### src/rtl/vec_hazard_ctrl_if.sv
// Pipeline-side signal bundle for vec_hazard_ctrl: hazard inputs, memory lane
// handshake and the pipe-register enables/clears.
// master: pipeline/memory side, drives addresses, write flags and lane_ack.
// slave:  the hazard controller.
interface vec_hazard_ctrl_if #(
  parameter int unsigned IDX_W = 3
);
  logic [3:0]       ra1D, ra2D;
  logic [3:0]       ra1E, ra2E;
  logic [3:0]       WA3E, WA3M, WA3W;
  logic             RegWriteM, RegWriteW;
  logic             MemtoRegE;
  logic             MemtoRegM, MemWriteM;
  logic             lane_ack;
  logic [1:0]       ForwardAE, ForwardBE;
  logic             EN1, EN2, EN3, EN4;
  logic             CLR2;
  logic             lane_req;
  logic             lane_we;
  logic [IDX_W-1:0] lane_idx;
  logic             lane_load;
  logic             mem_err;

  modport master (
    output ra1D, ra2D, ra1E, ra2E, WA3E, WA3M, WA3W,
    output RegWriteM, RegWriteW, MemtoRegE, MemtoRegM, MemWriteM, lane_ack,
    input  ForwardAE, ForwardBE, EN1, EN2, EN3, EN4, CLR2,
    input  lane_req, lane_we, lane_idx, lane_load, mem_err
  );

  modport slave (
    input  ra1D, ra2D, ra1E, ra2E, WA3E, WA3M, WA3W,
    input  RegWriteM, RegWriteW, MemtoRegE, MemtoRegM, MemWriteM, lane_ack,
    output ForwardAE, ForwardBE, EN1, EN2, EN3, EN4, CLR2,
    output lane_req, lane_we, lane_idx, lane_load, mem_err
  );
endinterface

### src/rtl/vec_hazard_ctrl.sv
// Hazard and vector memory-sequencing controller for the 5-stage vector pipe.
// Combinational forwarding selects and load-use stall; a lane-serial FSM walks
// a vector memop in M through the one-lane memory port, freezing the pipe.
// Optional macro VEC_HAZARD_TIMEOUT_EN adds a per-lane ack timeout and a
// sticky mem_err flag; without it BUSY waits for lane_ack indefinitely.
module vec_hazard_ctrl #(
  parameter int unsigned LANES   = 8,
  parameter int unsigned TIMEOUT = 16
) (
  input  logic              CLK,
  input  logic              RST,
  vec_hazard_ctrl_if.slave  bus
);

  localparam int unsigned IDX_W = (LANES > 1) ? $clog2(LANES) : 1;

  typedef enum logic [1:0] {
    IDLE = 2'd0,
    BUSY = 2'd1,
    DONE = 2'd2
  } state_e;

  state_e           state_q, state_d;
  logic [IDX_W-1:0] lane_idx_q, lane_idx_d;
  logic             lane_we_q, lane_we_d;
  logic             lane_req_q, lane_req_d;
  logic             lane_load_c;
  logic             ldstall;
  logic             memop_m;
  logic             freeze;

`ifdef VEC_HAZARD_TIMEOUT_EN
  localparam int unsigned CNT_W = $clog2(TIMEOUT + 1);
  logic [CNT_W-1:0] cnt_q, cnt_d;
  logic             mem_err_q, mem_err_d;
`else
  logic unused_timeout;
  assign unused_timeout = ^{32'(TIMEOUT)};
`endif

  // Operand forwarding: M stage wins over W stage, R0 treated like any register.
  always_comb begin
    bus.ForwardAE = 2'b00;
    bus.ForwardBE = 2'b00;
    if (bus.RegWriteM && (bus.WA3M == bus.ra1E))      bus.ForwardAE = 2'b10;
    else if (bus.RegWriteW && (bus.WA3W == bus.ra1E)) bus.ForwardAE = 2'b01;
    if (bus.RegWriteM && (bus.WA3M == bus.ra2E))      bus.ForwardBE = 2'b10;
    else if (bus.RegWriteW && (bus.WA3W == bus.ra2E)) bus.ForwardBE = 2'b01;
  end

  assign ldstall = bus.MemtoRegE && ((bus.WA3E == bus.ra1D) || (bus.WA3E == bus.ra2D));
  assign memop_m = bus.MemtoRegM || bus.MemWriteM;
  assign freeze  = ((state_q == IDLE) && memop_m) || (state_q == BUSY);

  // Pipe-register enables: a memop freeze overrides the load-use bubble.
  always_comb begin
    bus.EN1  = 1'b1;
    bus.EN2  = 1'b1;
    bus.EN3  = 1'b1;
    bus.EN4  = 1'b1;
    bus.CLR2 = 1'b0;
    if (freeze) begin
      bus.EN1 = 1'b0;
      bus.EN2 = 1'b0;
      bus.EN3 = 1'b0;
      bus.EN4 = 1'b0;
    end else if (ldstall) begin
      bus.EN1  = 1'b0;
      bus.EN2  = 1'b0;
      bus.CLR2 = 1'b1;
    end
  end

  // Lane sequencer next-state: one lane per acknowledged access.
  always_comb begin
    state_d     = state_q;
    lane_idx_d  = lane_idx_q;
    lane_we_d   = lane_we_q;
    lane_load_c = 1'b0;
`ifdef VEC_HAZARD_TIMEOUT_EN
    cnt_d       = '0;
    mem_err_d   = mem_err_q;
`endif
    case (state_q)
      IDLE: begin
        if (memop_m) begin
          state_d    = BUSY;
          lane_idx_d = '0;
          lane_we_d  = bus.MemWriteM;
        end
      end
      BUSY: begin
        if (bus.lane_ack) begin
          lane_load_c = !lane_we_q;
          if (lane_idx_q == IDX_W'(LANES - 1)) state_d = DONE;
          else                                 lane_idx_d = lane_idx_q + IDX_W'(1);
        end
`ifdef VEC_HAZARD_TIMEOUT_EN
        else if (cnt_q == CNT_W'(TIMEOUT - 1)) begin
          state_d   = DONE;
          mem_err_d = 1'b1;
        end else begin
          cnt_d = cnt_q + CNT_W'(1);
        end
`endif
      end
      DONE:    state_d = IDLE;
      default: state_d = IDLE;
    endcase
    lane_req_d = (state_d == BUSY);
  end

  // Sequencer state registers.
  always_ff @(posedge CLK or posedge RST) begin
    if (RST) begin
      state_q    <= IDLE;
      lane_idx_q <= '0;
      lane_we_q  <= 1'b0;
      lane_req_q <= 1'b0;
    end else begin
      state_q    <= state_d;
      lane_idx_q <= lane_idx_d;
      lane_we_q  <= lane_we_d;
      lane_req_q <= lane_req_d;
    end
  end

`ifdef VEC_HAZARD_TIMEOUT_EN
  // Ack-wait counter and sticky error flag.
  always_ff @(posedge CLK or posedge RST) begin
    if (RST) begin
      cnt_q     <= '0;
      mem_err_q <= 1'b0;
    end else begin
      cnt_q     <= cnt_d;
      mem_err_q <= mem_err_d;
    end
  end
  assign bus.mem_err = mem_err_q;
`else
  assign bus.mem_err = 1'b0;
`endif

  assign bus.lane_req  = lane_req_q;
  assign bus.lane_we   = lane_we_q;
  assign bus.lane_idx  = lane_idx_q;
  assign bus.lane_load = lane_load_c;

endmodule

### src/flat_wrapper.sv
// flat-port wrapper written by rule: the top's interface ports become plain ports
module vec_hazard_ctrl_flat 
#(
  parameter int unsigned LANES   = 8,
  parameter int unsigned TIMEOUT = 16
)
  (CLK, RST, bus_ra1D, bus_ra2D, bus_ra1E, bus_ra2E, bus_WA3E, bus_WA3M, bus_WA3W, bus_RegWriteM, bus_RegWriteW, bus_MemtoRegE, bus_MemtoRegM, bus_MemWriteM, bus_lane_ack, bus_ForwardAE, bus_ForwardBE, bus_EN1, bus_EN2, bus_EN3, bus_EN4, bus_CLR2, bus_lane_req, bus_lane_we, bus_lane_idx, bus_lane_load, bus_mem_err);
  vec_hazard_ctrl_if bus_i ();
  input  logic CLK;
  input  logic RST;
  input wire logic [$bits(bus_i.ra1D)-1:0] bus_ra1D;
  input wire logic [$bits(bus_i.ra2D)-1:0] bus_ra2D;
  input wire logic [$bits(bus_i.ra1E)-1:0] bus_ra1E;
  input wire logic [$bits(bus_i.ra2E)-1:0] bus_ra2E;
  input wire logic [$bits(bus_i.WA3E)-1:0] bus_WA3E;
  input wire logic [$bits(bus_i.WA3M)-1:0] bus_WA3M;
  input wire logic [$bits(bus_i.WA3W)-1:0] bus_WA3W;
  input wire logic [$bits(bus_i.RegWriteM)-1:0] bus_RegWriteM;
  input wire logic [$bits(bus_i.RegWriteW)-1:0] bus_RegWriteW;
  input wire logic [$bits(bus_i.MemtoRegE)-1:0] bus_MemtoRegE;
  input wire logic [$bits(bus_i.MemtoRegM)-1:0] bus_MemtoRegM;
  input wire logic [$bits(bus_i.MemWriteM)-1:0] bus_MemWriteM;
  input wire logic [$bits(bus_i.lane_ack)-1:0] bus_lane_ack;
  output wire logic [$bits(bus_i.ForwardAE)-1:0] bus_ForwardAE;
  output wire logic [$bits(bus_i.ForwardBE)-1:0] bus_ForwardBE;
  output wire logic [$bits(bus_i.EN1)-1:0] bus_EN1;
  output wire logic [$bits(bus_i.EN2)-1:0] bus_EN2;
  output wire logic [$bits(bus_i.EN3)-1:0] bus_EN3;
  output wire logic [$bits(bus_i.EN4)-1:0] bus_EN4;
  output wire logic [$bits(bus_i.CLR2)-1:0] bus_CLR2;
  output wire logic [$bits(bus_i.lane_req)-1:0] bus_lane_req;
  output wire logic [$bits(bus_i.lane_we)-1:0] bus_lane_we;
  output wire logic [$bits(bus_i.lane_idx)-1:0] bus_lane_idx;
  output wire logic [$bits(bus_i.lane_load)-1:0] bus_lane_load;
  output wire logic [$bits(bus_i.mem_err)-1:0] bus_mem_err;
  assign bus_i.ra1D = bus_ra1D;
  assign bus_i.ra2D = bus_ra2D;
  assign bus_i.ra1E = bus_ra1E;
  assign bus_i.ra2E = bus_ra2E;
  assign bus_i.WA3E = bus_WA3E;
  assign bus_i.WA3M = bus_WA3M;
  assign bus_i.WA3W = bus_WA3W;
  assign bus_i.RegWriteM = bus_RegWriteM;
  assign bus_i.RegWriteW = bus_RegWriteW;
  assign bus_i.MemtoRegE = bus_MemtoRegE;
  assign bus_i.MemtoRegM = bus_MemtoRegM;
  assign bus_i.MemWriteM = bus_MemWriteM;
  assign bus_i.lane_ack = bus_lane_ack;
  assign bus_ForwardAE = bus_i.ForwardAE;
  assign bus_ForwardBE = bus_i.ForwardBE;
  assign bus_EN1 = bus_i.EN1;
  assign bus_EN2 = bus_i.EN2;
  assign bus_EN3 = bus_i.EN3;
  assign bus_EN4 = bus_i.EN4;
  assign bus_CLR2 = bus_i.CLR2;
  assign bus_lane_req = bus_i.lane_req;
  assign bus_lane_we = bus_i.lane_we;
  assign bus_lane_idx = bus_i.lane_idx;
  assign bus_lane_load = bus_i.lane_load;
  assign bus_mem_err = bus_i.mem_err;
  vec_hazard_ctrl #(.LANES(LANES), .TIMEOUT(TIMEOUT)) u_core (.CLK(CLK), .RST(RST), .bus(bus_i));
endmodule
### config.mk
export PLATFORM = sky130hd
export DESIGN_NAME = vec_hazard_ctrl_flat
export DESIGN_NICKNAME = d
export VERILOG_FILES = /design/src/rtl/vec_hazard_ctrl_if.sv /design/src/rtl/vec_hazard_ctrl.sv /design/src/flat_wrapper.sv
export SDC_FILE = /design/constraint.sdc
export NUM_CORES = 1
export LEC_CHECK = 0
export ABC_CLOCK_PERIOD_IN_PS = 4150
export CAP_MARGIN = 5
export CORE_UTILIZATION = 35
export CTS_BUF_LIST = sky130_fd_sc_hd__clkbuf_8 sky130_fd_sc_hd__clkbuf_16
export CTS_CLUSTER_SIZE = 10
export DETAILED_ROUTE_END_ITERATION = 12
export PLACE_DENSITY = 0.84
export SLEW_MARGIN = 20
export SYNTH_ARGS = -nofsm -noshare
export SYNTH_HDL_FRONTEND = slang
export SYNTH_SLANG_ARGS = --single-unit
### constraint.sdc
create_clock -name CLK -period 4.15 [get_ports CLK]
set_input_delay 1.245 -clock CLK [delete_from_list [all_inputs] [get_ports CLK]]
set_output_delay 1.245 -clock CLK [all_outputs]
set_load 0.01 [all_outputs]
==> impl_metrics.toml <==
[run_status]
status = "finished, final reports clean"

[placed_design]
placedCellCount = 153
place_congestion = 0.865
portBuffers = 50
dp_hpwl_um = 1710

[cts]
clk_path_buf_depth = 2
root_buffer = "clkbuf_8"
cts_made_buffers = 3
clk_pin_slew_ns = 0.04
cts_max_level = 1
clock_latency_ns = 0.23
postCtsSetupRepairBufs = 0
numClockSinks = 7
cts_tree = "yes"
cts_hold_buf = 0

[worst_setup_path]
slowest_stage = "clkdlybuf4s50_1"
worst_path_largest_cell_delay_ns = 0.49
worstPathMaxFanout = 2
crit_type = "input pin to output pin"
setup.worst_path.end_class = "output pin"
start_kind = "input pin"
crit_required_ns = 2.90
cp_data_arrival_time_ns = 2.81
crit_chain = "clkdlybuf4s50_1 -> inv_1 -> a222oi_1 -> nor4b_4 -> nor2_1 -> dlygate4sd2_1"

[floorplan]
dieArea_um2 = 2090
die_x_um = 45.7
die_y_um = 45.7
start_util = 0.379
core_um2 = 1760
pin_count = 52
rows = 15

[finish]
fin_cells = 157
nets = 171
multi_input_area_um2 = 465
drive_above_1_share = 0.106
area_delta_synth_final_pct = 92.3
seqCellArea_um2 = 175
fillers = 144
antenna_cells = 0

[yosys]
post_synth.cell_area_avg_um2 = 8.69
synth_xor_area_frac = 0.275
ys.flop_type = "dfrtp_1"
synth_fa_ha_area_frac = 0.0374
syn_area_um2 = 669
syn_inst = 77
synth_simple_gate_area_frac = 0.193
synthArstFlopShare = 1.00
synth_edf_count = 0
synth_top_family_by_area = "XOR/XNOR gates"
synth_mux_area_frac = 0.0299
yosys.cell_types.count = 30
yosys_register_bits = 7
syn-num-nets = 115
synth_compound_area_frac = 0.108
ys_warn_count = 0
ys_seq_area_frac = 0.262

[power]
max-vdd-ir-drop_mv = 0.366
power.internal_uw = 310
clkPwrFrac = 0.201
switching_share = 0.343
powerDensity_nw_per_um2 = 366
switching_power_uw = 162
power.share.sequential = 0.255
combinationalPowerShare = 0.544
p_leak_uw = 0.000642

[grt]
antenna_found_initial = 0
overflow = 0
grt_max_degree = 8
grt_pass1_vias = 721
grt_pass1_wl_um = 2960
grt_use_total = 0.205

[sta]
fmax_ghz = 0.246
period_share = 0.978
hold_violations = 0
tns_ns = 0
setup_viol = 0
drv_slew = 0
finClkSkew_ns = 0.00411
fin_crit_ns = 4.06

[route]
dr.pass1.iters = 4
antenna_left = 0
avgViaCountPerCell = 4.72
totalWireLength_um = 2080
wl_per_cell_um = 13.2
drc_errors = 0
drt-initial-drc-count = 14
vias = 741

[run]
maxCapViolCount = 0

[min_path]
hold_path.class = "flop to flop"
-- critical path: cells and delay by family --
family	cells	cell delay, ns
AO/OA/AOI/OAI	1	0.36
buffers and inverters	3	0.85
AND/OR/NAND/NOR	2	0.37
-- through the flow --
stage	hold slack [ns]	total power, uW	cell area (um2)	setup WS, ns	util
global placement	0.519	363	1200	-0.0746	0.683
CTS	0.536	473	1260	0.00518	0.714
floorplan	0.528	244	669	0.706	-
finish	0.532	471	1290	0.0900	0.730
detailed placement	0.531	372	1200	-0.145	0.683
global route	0.573	508	1290	-0.000874	0.730
-- timing repair --
item	in CTS	in global routing
setup endpoints to repair	7	5
resized for setup	6	6
pin swaps	2	3
-- layer usage --
| metal | GRT usage | share of wire | wire (um) | vias to the layer above |
|---|---|---|---|---|
| met2 | 0.389 | 0.51 | 1060 | 31 |
| met5 | 0 | 0 | 0 | - |
| met1 | 0.191 | 0.38 | 786 | 334 |
| met3 | 0.0952 | 0.085 | 176 | 7 |
| met4 | 0.0647 | 0.026 | 55 | 0 |
| li1 | - | - | - | 369 |
-- logic make-up after synthesis --
logic type | count (synthesis)
and+or+nand+nor | 23
DFF | 7
muxes | 2
xor gates and xnor gates | 21
buffers and inverters | 11
other | 1
AOI/OAI and AO/OA | 10
adders and majority gates | 2
-- flip-flops by register name, summed over array words and instances, names as in the netlist --
| name | count |
|---|---|
| u_core.bus.lane_idx | 3 |
| u_core.bus.lane_req | 1 |
| u_core.bus.lane_we | 1 |
| u_core.state_q | 2 |
-- power by group through the flow --
| stage | Combinational (uW) | Sequential, uW | Clock (uW) |
|---|---|---|---|
| CTS | 256 | 120 | 96.8 |
| global placement | 244 | 119 | 0 |
| detailed placement | 251 | 121 | 0 |
| finish | 256 | 120 | 94.8 |
| global route | 281 | 126 | 101 |
| floorplan | 115 | 129 | 0 |
-- synth_stat cells (all sizes together), types with 2 or more instances --
| cell type | instances | share of area |
|---|---|---|
| dfrtp | 7 | 0.26 |
| inv | 7 | 0.039 |
| nand3 | 2 | 0.015 |
| nor2 | 4 | 0.022 |
| nand2 | 5 | 0.028 |
| xnor2 | 7 | 0.092 |
| ha | 2 | 0.037 |
| buf | 4 | 0.050 |
| and3 | 2 | 0.021 |
| a31oi | 2 | 0.019 |
| o21ai | 2 | 0.015 |
| mux2i | 2 | 0.030 |
| nor3 | 3 | 0.022 |
| xor2 | 14 | 0.18 |
-- placed cells by master (no fill, tap or decap), types with 4 or more instances in the layout --
cell type and n:
buf_4 5, clkdlybuf4s50_1 43, dfrtp_1 7, dlymetal6s2s_1 4
inv_1 8, nand2_1 5, nor2_1 4, xnor2_1 7
xor2_1 14
-- cell type report --
cell class                 instances  area share
inverter                           7      0.0204
multi-input combinational         59       0.362
clock buffer                       3      0.0321
timing repair buffer              55       0.423
sequential                         7       0.136
clock inverter                     1     0.00292
tap                               25      0.0243
-- worst paths after layout --
kind,from,endpoint,cells after the start,slack (ns)
setup reg to reg,u_core.bus.lane_idx[0]$_DFFE_PP0P_,u_core.bus.lane_idx[2]$_DFFE_PP0P_,5,2.54
hold reg to reg,u_core.bus.lane_we$_DFFE_PP0P_,u_core.bus.lane_we$_DFFE_PP0P_,1,0.53
max in group asynchronous,RST,u_core.bus.lane_we$_DFFE_PP0P_,2,2.69
setup / recovery,bus_WA3M[1],bus_ForwardAE[0],6,0.09
min in group asynchronous,RST,u_core.state_q[0]$_DFF_PP0_,2,1.24
hold / removal,u_core.bus.lane_we$_DFFE_PP0P_,u_core.bus.lane_we$_DFFE_PP0P_,1,0.53
(Power assumes the default switching activity.)
